==> config.mk <==
export PLATFORM = sky130hd
export DESIGN_NAME = core_sequencer
export DESIGN_NICKNAME = d
export VERILOG_FILES = /design/src/rtl/core_pkg.sv /design/src/rtl/core_sequencer.sv
export SDC_FILE = /design/constraint.sdc
export NUM_CORES = 1
export LEC_CHECK = 0
export CORE_UTILIZATION = 34
export CTS_CLUSTER_SIZE = 12
export DETAILED_ROUTE_END_ITERATION = 8
export HOLD_SLACK_MARGIN = 0.15
export PLACE_DENSITY = 0.65
export SLEW_MARGIN = 40
export SYNTH_ARGS = -nofsm -noshare
export SYNTH_HDL_FRONTEND = slang
export SYNTH_SLANG_ARGS = --single-unit
==> constraint.sdc <==
create_clock -name clk -period 3.6 [get_ports clk]
set_input_delay 1.08 -clock clk [delete_from_list [all_inputs] [get_ports clk]]
set_output_delay 1.08 -clock clk [all_outputs]
set_load 0.02 [all_outputs]
==> src/rtl/core_pkg.sv <==
// Shared definitions for the dCPU core: sequencer state encoding, latched
// decoder-flag bundle and the opcode constants used by the decoder.
package core_pkg;

   // Sequencer states; codes 6 and 7 are illegal and recover to ST_FETCH.
   typedef enum logic [2:0] {
      ST_FETCH  = 3'd0,
      ST_DECODE = 3'd1,
      ST_EXEC   = 3'd2,
      ST_MEM    = 3'd3,
      ST_WB     = 3'd4,
      ST_HALT   = 3'd5
   } state_e;

   localparam int STATE_W = 3;

   // Decoder classification flags, captured once per instruction in DECODE.
   typedef struct packed {
      logic reg_we;
      logic is_load;
      logic is_store;
      logic is_muldiv;
      logic is_system;
   } dec_flags_t;

   // Major opcodes recognised by the combinational decoder.
   localparam logic [6:0] OPC_LOAD     = 7'b0000011;
   localparam logic [6:0] OPC_OP_IMM   = 7'b0010011;
   localparam logic [6:0] OPC_AUIPC    = 7'b0010111;
   localparam logic [6:0] OPC_STORE    = 7'b0100011;
   localparam logic [6:0] OPC_OP       = 7'b0110011;
   localparam logic [6:0] OPC_LUI      = 7'b0110111;
   localparam logic [6:0] OPC_BRANCH   = 7'b1100011;
   localparam logic [6:0] OPC_JALR     = 7'b1100111;
   localparam logic [6:0] OPC_JAL      = 7'b1101111;
   localparam logic [6:0] OPC_SYSTEM   = 7'b1110011;
   localparam logic [6:0] FUNCT7_MULDIV = 7'b0000001;

   // Where an instruction goes once its execute phase is complete.
   function automatic state_e exec_exit(input dec_flags_t f);
      return (f.is_load || f.is_store) ? ST_MEM : ST_WB;
   endfunction

endpackage

==> src/rtl/core_sequencer.sv <==
// Multi-cycle FETCH/DECODE/EXEC/MEM/WB control FSM for the dCPU core.
// Build option: define SYSTEM_HALT_EN to make system instructions halt the core.
module core_sequencer
   import core_pkg::*;
#(
   parameter int RETIRE_W = 32
) (
   input  logic                clk,
   input  logic                rst,
   output logic                imem_req,
   input  logic                imem_ack,
   output logic                ir_we,
   input  logic                dec_reg_we,
   input  logic                dec_is_load,
   input  logic                dec_is_store,
   input  logic                dec_is_muldiv,
   input  logic                dec_is_system,
   output logic                alu_start,
   input  logic                alu_done,
   output logic                dmem_req,
   output logic                dmem_we,
   input  logic                dmem_ack,
   output logic                rf_we,
   output logic                pc_we,
   output logic                halted,
   output logic [STATE_W-1:0]  state,
   output logic [RETIRE_W-1:0] instret
);

`ifdef SYSTEM_HALT_EN
   localparam bit HALT_EN = 1'b1;
`else
   localparam bit HALT_EN = 1'b0;
`endif

   state_e              state_q, state_d;
   dec_flags_t          flags_q, flags_d;
   logic                alu_busy_q, alu_busy_d;   // alu_start already issued
   logic [RETIRE_W-1:0] instret_q;

   // NOTE: sequential state uses non-blocking assignments so every register
   // samples the pre-edge values, independent of block ordering.
   always_ff @(posedge clk) begin
      if (rst) begin
         state_q    <= ST_FETCH;
         flags_q    <= '0;
         alu_busy_q <= 1'b0;
         instret_q  <= '0;
      end else begin
         state_q    <= state_d;
         flags_q    <= flags_d;
         alu_busy_q <= alu_busy_d;
         if (state_q == ST_WB)
            instret_q <= instret_q + RETIRE_W'(1);
      end
   end

   // NOTE: every signal written here gets a default first, so no path through
   // the case statement can leave one unassigned and infer a latch.
   always_comb begin
      state_d    = state_q;
      flags_d    = flags_q;
      alu_busy_d = 1'b0;
      imem_req   = 1'b0;
      ir_we      = 1'b0;
      alu_start  = 1'b0;
      dmem_req   = 1'b0;
      dmem_we    = 1'b0;
      rf_we      = 1'b0;
      pc_we      = 1'b0;
      halted     = 1'b0;

      case (state_q)
         ST_FETCH: begin
            imem_req = 1'b1;
            if (imem_ack) begin
               ir_we   = 1'b1;
               state_d = ST_DECODE;
            end
         end

         ST_DECODE: begin
            flags_d.reg_we    = dec_reg_we;
            flags_d.is_load   = dec_is_load;
            flags_d.is_store  = dec_is_store;
            flags_d.is_muldiv = dec_is_muldiv;
            flags_d.is_system = dec_is_system;
            if (HALT_EN && dec_is_system)
               state_d = ST_HALT;
            else
               state_d = ST_EXEC;
         end

         ST_EXEC: begin
            if (flags_q.is_muldiv) begin
               // A done seen in the launch cycle belongs to no op of ours.
               alu_start  = !alu_busy_q;
               alu_busy_d = 1'b1;
               if (alu_busy_q && alu_done) begin
                  alu_busy_d = 1'b0;
                  state_d    = exec_exit(flags_q);
               end
            end else begin
               state_d = exec_exit(flags_q);
            end
         end

         ST_MEM: begin
            dmem_req = 1'b1;
            dmem_we  = flags_q.is_store;
            if (dmem_ack)
               state_d = ST_WB;
         end

         ST_WB: begin
            rf_we   = flags_q.reg_we && !flags_q.is_store;
            pc_we   = 1'b1;
            state_d = ST_FETCH;
         end

         ST_HALT: begin
            halted  = HALT_EN;
            state_d = HALT_EN ? ST_HALT : ST_FETCH;
         end

         default: state_d = ST_FETCH;
      endcase

      // Reset aborts whatever is in flight: nothing is requested or written.
      if (rst) begin
         imem_req  = 1'b0;
         ir_we     = 1'b0;
         alu_start = 1'b0;
         dmem_req  = 1'b0;
         dmem_we   = 1'b0;
         rf_we     = 1'b0;
         pc_we     = 1'b0;
         halted    = 1'b0;
      end
   end

   assign state   = state_q;
   assign instret = instret_q;

endmodule

## Yosys cells after proc, flatten, opt, wreduce, memory -nomap -nowiden

Index checks and enable logic that the tools add are counted.
Widths: inputs -> output; s select.

| cells by class | value |
|---|---|
| reduce and logical (&&, ||, !) cells | 8 |
| eq/ne operators | 7 |
| add/subtract/negate cells | 1 |
| mux-type cells | 23 |
| bitwise operators | 2 |

Operators by type and width:

| kind | number |
|---|---|
| $add 32x1->32 const B | 1 |
| $mux 1 | 17 |
| $mux 3 | 5 |
| $pmux 3 s4 | 1 |
| $eq 3x2->1 const B | 2 |
| $ne 2x2->1 const B | 2 |
| $eq 3x1->1 const B | 1 |
| $eq 3x3->1 const B | 1 |
| $logic_not 3->1 | 1 |
| $ne 3x3->1 const B | 1 |
| $reduce_and 3->1 | 1 |
| $reduce_or 3->1 | 1 |
| $logic_and 1x1->1 | 2 |
| $logic_not 1->1 | 2 |
| $not 1->1 | 2 |
| $logic_or 1x1->1 | 1 |

| word-level totals | value |
|---|---|
| register bits | 40 |
| output and inout bits | 43 |
| logic and storage cells | 48 |
| input bits | 10 |

## Depth between registers and ports, before layout

| logic depth | value |
|---|---|
| word-level depth | 5 |
| mapped depth | 7 |
| mapped depth without buffers | 5 |

## Worst setup path before layout

Ideal clock, no wire load.

| timing | value |
|---|---|
| kind | input to output |
| start | in rst |
| end | out ir_we |
| path slack | 0.279 ns |
| cell stages on the path | 3 |
| buffers on the path | 1 |
| data arrival time | 2.241 ns |
| data required time | 2.520 ns |
| path through | clkbuf_1 nor4_1 and2_1 |

| on the way | value |
|---|---|
| word-level cells in the longest chain between the ends | 1 |

Ends and longest elaborated chain:

| what | line | text |
|---|---|---|
| start: declaration | core_sequencer.sv:9 | `input logic rst,` |
| $mux 1 | core_sequencer.sv:130 | `if (rst) begin` |
| end: declaration | core_sequencer.sv:12 | `output logic ir_we,` |

No other way between the ends.

## Final worst setup path

| timing | value |
|---|---|
| start | in rst |
| end | out pc_we |

| on the way | value |
|---|---|
| word-level cells in the longest chain between the ends | 1 |

Ends and longest elaborated chain:

| what | line | text |
|---|---|---|
| $mux 1 | core_sequencer.sv:130 |  |
| end: declaration | core_sequencer.sv:24 | `output logic pc_we,` |

No other way between the ends.

==> run summary <==
PnR worst setup slack: 130.6 ps
Post-CTS setup repair buffer count: 0
Sw power: 319.6 uW
Clock latency on the worst-skew pair: 290 ps
Initial Util: 35.64%
Final #Nets: 296
Largest cells by area after synthesis: dfxtp_1, a21oi_1, or4_1
Routability cong.: 0.7525
1st-iter DRT viols: 78
Worst slack, placed: -192.5 ps
Share of cells above drive strength 1: 6.993%
Max-Slew Margin vs Limit: 63.49%
Worst Hold Launch: instret[31]
Yosys warns: 0
Max_cap viols: 0
Hold crit path type: reg2reg
Area Growth Syn to Fin: 32.89%
Post-layout util: 47.36%
Slew Limit Fails: 0
Reg-to-reg startpoint: state[2]
Die width: 78.21 um
Number of CTS-inserted buffers: 5
Min Tclk post-route: 3469 ps
Final count of negative-setup-slack endpoints: 0
Syn_nets: 248
Cell Area, Synth: 1974 um^2
F_max: 288.2 MHz
Async S/R FF share, synth: 0%
CTS clk-pin slew, worst paths: 80 ps
Sw Ratio: 30.23%
First-pass GRT wire length: 8.162 mm
Outcome: finished clean
Die Height: 78.21 um
Hold Path Sink: instret[31]
Area share of the largest cell type after synthesis: 40.56%
Full die area: 6116 um^2
Final setup skew: 6.179 ps
Post-synthesis register bit count: 40
WHS: 492.0 ps
Worst Max-Slew Pin Slew: 547.7 ps
Commonest non-fill, non-tap cell in the layout: clkdlybuf4s50_1
Combinational power share: 23.7%
WP data arrival: 2390 ps
Vias/cell: 5.394
DRT Pass-1 Iters: 4
Startpoint types: input pin
Top Ports: 53
Cell Rows: 27
Port bufs: 50
RSZ-0062 raised after global routing: no
Global routing usage summed across all routing layers: 16.42%
Clock group share of total power: 29.3%
Hold-critical path depth: 2
Number of global-route vias before repair: 1798
Leak Pwr: 0.0008259 uW
Mean Syn Cell Area: 8.331 um^2
ANT cells: 0
Deepest clock path buffer count: 2
Largest net degree at the start of global routing: 35
Top_reg_cell synth: dfxtp_1
Sequential power share: 47.0%
Initial antenna violation count: 0
Cell Area, Placed: 2532 um^2
DRC violations left: 0
Grt total ovfl: 0
Root Buffer: clkbuf_8
FF-to-FF setup slack: 1010 ps
Max FO, Critical Path: 4
Hold_buf cts: 0
Reg2reg path depth: 5
Syn Inst Count: 237
Yosys top cell by area: dfxtp_1
Crit. End Element: output port
Routed len/inst: 13.21 um
Peak VDD IR: 257.0 uV
Most frequent cells in the layout: clkdlybuf4s50_1, dfxtp_1, a21oi_1
Internal: 737.8 uW
Clock sink count: 40
DPL Wire Length: 3.236 mm
Power Dens Cells: 403.0 nW/um^2
CTS tree: built
Post-synth EDFFs: 0
Detailed Route WL: 4.728 mm
Final Power: 1057 uW
Final hold vios: 0
Core footprint: 5540 um^2
Resize count post-CTS: 6
Remaining antenna violation count: 0
H-Tree Level Count: 2
R2R Path End: instret[28]
Post-Layout Inst Area: 2624 um^2
Sequential share of the synthesized area: 40.56%
Type of the worst setup path: in2out
CP required: 2520 ps
Final Cycle Share: 96.37%
Vias: 1931
Synth cell types: 37
[Yosys cell counts (3+ instances only)]
cell	n
xnor2_1	6
nand2_1	16
a21oi_1	28
and3_1	4
or4_1	13
or3_1	12
dfxtp_1	40
nand4_1	8
nand3_1	12
o21ai_0	14
clkbuf_1	10
nor3_1	5
and2_1	4
inv_1	7
nor4_1	4
o31ai_1	11
and4_1	3
nor2_1	14
[sequential cells by signal, summed over array words and instances, names as in the netlist]
signal and count:
instret 32, alu_busy_q 1, flags_q 4, state 3
[stage by stage]
stage | TNS, ps | cells
6_report | 0 | 358
3_3_place_gp | -540.8 | 350
4_1_cts | 0 | 358
2_1_floorplan | 0 | 237
3_5_place_dp | -781.1 | 350
5_1_grt | 0 | 358
[power by group through the flow]
stage | Clock [uW] | Combinational (uW) | Sequential (uW)
after floorplan | 0 | 158 | 511
after global placement | 0 | 253 | 506
after detailed placement | 0 | 255 | 505
after CTS | 320 | 249 | 495
after global routing | 337 | 275 | 501
final | 310 | 251 | 497
[worst max-delay path: stages]
cell	delay, ps
clkdlybuf4s50_1	450
buf_4	170
nor2_1	90
clkdlybuf4s50_1	610
[logic make-up after synthesis]
| family | count (synthesis) | share of synthesized area (%) |
|---|---|---|
| AO/OA/AOI/OAI | 60 | 18.00 |
| AND/OR/NAND/NOR | 104 | 31.31 |
| XOR/XNOR | 8 | 3.549 |
| buffers and inverters | 22 | 5.260 |
| adder cells (fa/ha/maj) | 1 | 0.6336 |
| other | 1 | 0.1899 |
| flip-flops | 40 | 40.56 |
| multiplexers | 1 | 0.5070 |
[metal layers]
layer	GRT usage [%]	vias up	part of all wire (%)	wire length, um
li1	-	975	-	-
met5	0	-	0	0
met2	27.28	57	45	2145
met4	4.815	0	1.0	48
met3	3.837	5	5.5	259
met1	21.05	894	48	2275
[how the worst max path moves through the flow]
stage                     from   endpoint  slack (ps)  cells past startpoint
after CTS                  rst  alu_start         110                      4
after detailed placement   rst  alu_start        -190                      4
after floorplan            rst      ir_we         280                      3
after global routing       rst  alu_start          30                      4
after global placement     rst      ir_we        -140                      5
final                      rst      pc_we         130                      4
[layout make-up]
| cell class | count | area, um^2 |
|---|---|---|
| clock buffers | 6 | 82.58 |
| inverters | 7 | 26.28 |
| flip-flops and latches | 40 | 800.8 |
| well taps | 72 | 90.09 |
| clock inverters | 2 | 10.01 |
| fillers | 556 | 2917 |
| repair buffers | 56 | 538.0 |
| multi-input cells | 175 | 1076 |
(Power assumes the default switching activity.)
==> edit: new RTL, config.mk and constraints unchanged <==
The parameter `RETIRE_W` goes from 32 to 64.
--- a/src/rtl/core_sequencer.sv
+++ b/src/rtl/core_sequencer.sv
@@ -4,5 +4,5 @@
    import core_pkg::*;
 #(
-   parameter int RETIRE_W = 32
+   parameter int RETIRE_W = 64
 ) (
    input  logic                clk,
Interface: changed (resized instret); port bits go from 53 to 85. No check against the original RTL was run, so the function may have changed too.
==> edit against the original RTL <==
Worst hold slack worse by 0.033 ns; highest routed layer unchanged; register-to-register slack improved by 0.03 ns; worst setup slack better by 0.075 ns; clock skew up 0.0048 ns; utilization barely moved; cell area grew 76%; area after synthesis up 74%; total power rose by 55%; sequential cell count grew 32; count of clock-buffer cells in the layout grew 6; largest power group unchanged; critical endpoint is now alu_start; clock power is 140% higher; routed wire length grew 71%; sequential share of layout area is 0.64 points higher.
==> edit: results (changes against the original RTL) <==
syn nets=415 (+67%); Crit-path slowest cell=clkdlybuf4s50_1; Tightest Pin Transition=0.7316 ns (+0.1839 ns); post-CTS setup buffers=0 (unchanged); Port Buffers=82 (+64%); nets=496 (+68%); skew final=0.01093 ns (+0.004753 ns); pin count of the biggest net entering global routing=71 (+100%); ANT nets after route=0 (unchanged); # resized after CTS=0 (-6); share of post-route cells with drive strength above 1=0.07143 (+0.001499); vias in the first global route=2,849 (+58%); Final Wtd Congestion=0.7938 (+5.5%); DRC Markers=0 (unchanged); via/cell ratio=5.029 (-6.8%); Max IR drop VDD=0.0001828 V (-29%); dpl ws=0.2128 ns (+0.4053 ns); first-pass GRT wire length=13,380 um (+64%); initial antenna violation count=0 (unchanged); CP max stage delay=0.61 ns (about the same); Clock Tree Buf Depth=2 (unchanged); Routed Wire Length=8081 um (+71%); clk root buf=clkbuf_8; H-tree levels=3 (+1); status=completed; Area contributors post-synth=dfxtp_1, xor2_1, nor2_1; Synthesis Warnings=0 (unchanged); Worst-Skew Late Latency=0.34 ns (+0.05 ns); Max FO, Critical Path=6 (+2); max reg flops=64 (+100%); TritonCTS buffer count=9 (+4); Hold Path Class=reg2reg; First DRT Iteration DRCs=87 (+12%); sequential area share after synthesis=0.4198 (+0.01425); DR pass1 iterations=4 (unchanged); clock slew at the register clock pins of the worst setup and hold paths=0.07 ns; post-DP HPWL=5598 um (+73%); Netlist cell types=40 (+8.1%); synth cell count leaders=dfxtp_1, nor2_1, xor2_1; CP Data Arrival Time=2.31 ns (-0.08 ns); # diodes=0 (unchanged); Global Route Usage Sum=0.1618 (-0.002366); leakage power=0.001606 uW (+94%); number of fill cells=958 (+72%); ys async rst share=0 (unchanged)
-- edit: cell count changes after synthesis, sizes merged, moves of 6 or more --
cell   before  now
dfxtp      40   72
nand2      16   31
nand3      12   25
nand4       8   28
nor2       14   59
o21ai      14   23
o31ai      11    3
or3        12   18
or4        14    4
xor2        2   33
-- edit: cell type report --
type | instances | share of cell area
Clock buffer | 12 | 0.03570
Clock inverter | 4 | 0.01623
Inverter | 6 | 0.004869
Multi-Input combinational cell | 310 | 0.4128
Sequential cell | 72 | 0.3116
Tap cell | 133 | 0.03598
Timing Repair Buffer | 86 | 0.1829
-- edit: stage by stage --
step | total power (uW) | hold slack (ns) | cell area, um^2 | std cells
2_1_floorplan | 876.5 | 0.4327 | 3433 | 404
3_3_place_gp | 904.0 | 0.4531 | 4377 | 607
3_5_place_dp | 904.6 | 0.4533 | 4377 | 607
4_1_cts | 1659 | 0.4620 | 4617 | 623
5_1_grt | 1703 | 0.4794 | 4626 | 623
6_report | 1635 | 0.4587 | 4626 | 623
-- edit: logic make-up after synthesis --
logic type               count (synthesis)  share of synthesized area
AO/OA/AOI/OAI                           55                    0.08418
XOR/XNOR                                41                     0.1046
adder cells (fa/ha/maj)                  1                   0.003644
buffers and inverters                   22                    0.02660
flip-flops                              72                     0.4198
multiplexers                             3                   0.008747
other                                    1                   0.001092
AND/OR/NAND/NOR                        209                     0.3513
-- edit: per-layer routing --
metal / up-vias / GRT usage / routed length (um)
li1: 1587 / - / -
met1: 1448 / 0.2050 / 3836
met2: 87 / 0.2667 / 3727
met3: 11 / 0.03186 / 383
met4: 0 / 0.07143 / 133
met5: - / 0 / 0
-- edit: worst paths after layout --
check | startpoint | end | slack [ns] | cells past startpoint
hold reg to reg | alu_busy_q$_SDFF_PP0_ | alu_busy_q$_SDFF_PP0_ | 0.46 | 1
hold / removal | alu_busy_q$_SDFF_PP0_ | alu_busy_q$_SDFF_PP0_ | 0.46 | 1
setup / recovery | rst | alu_start | 0.21 | 5
setup reg to reg | instret[36]$_SDFFE_PP0N_ | instret[63]$_SDFFE_PP0N_ | 1.04 | 5
-- edit: worst max-delay path, delay by kind of cell --
| kind | cells | cell delay (ns) |
|---|---|---|
| and+or+nand+nor | 3 | 0.49 |
| buffers and inverters | 2 | 0.74 |
-- edit: power breakdown --
| group | total, uW | switching (uW) | internal (uW) |
|---|---|---|---|
| Combinational | 71.7 | 38.5 | 33.2 |
| Sequential | 814 | 11.3 | 802 |
| Clock | 750 | 303 | 447 |
| Total | 1640 | 352 | 1280 |
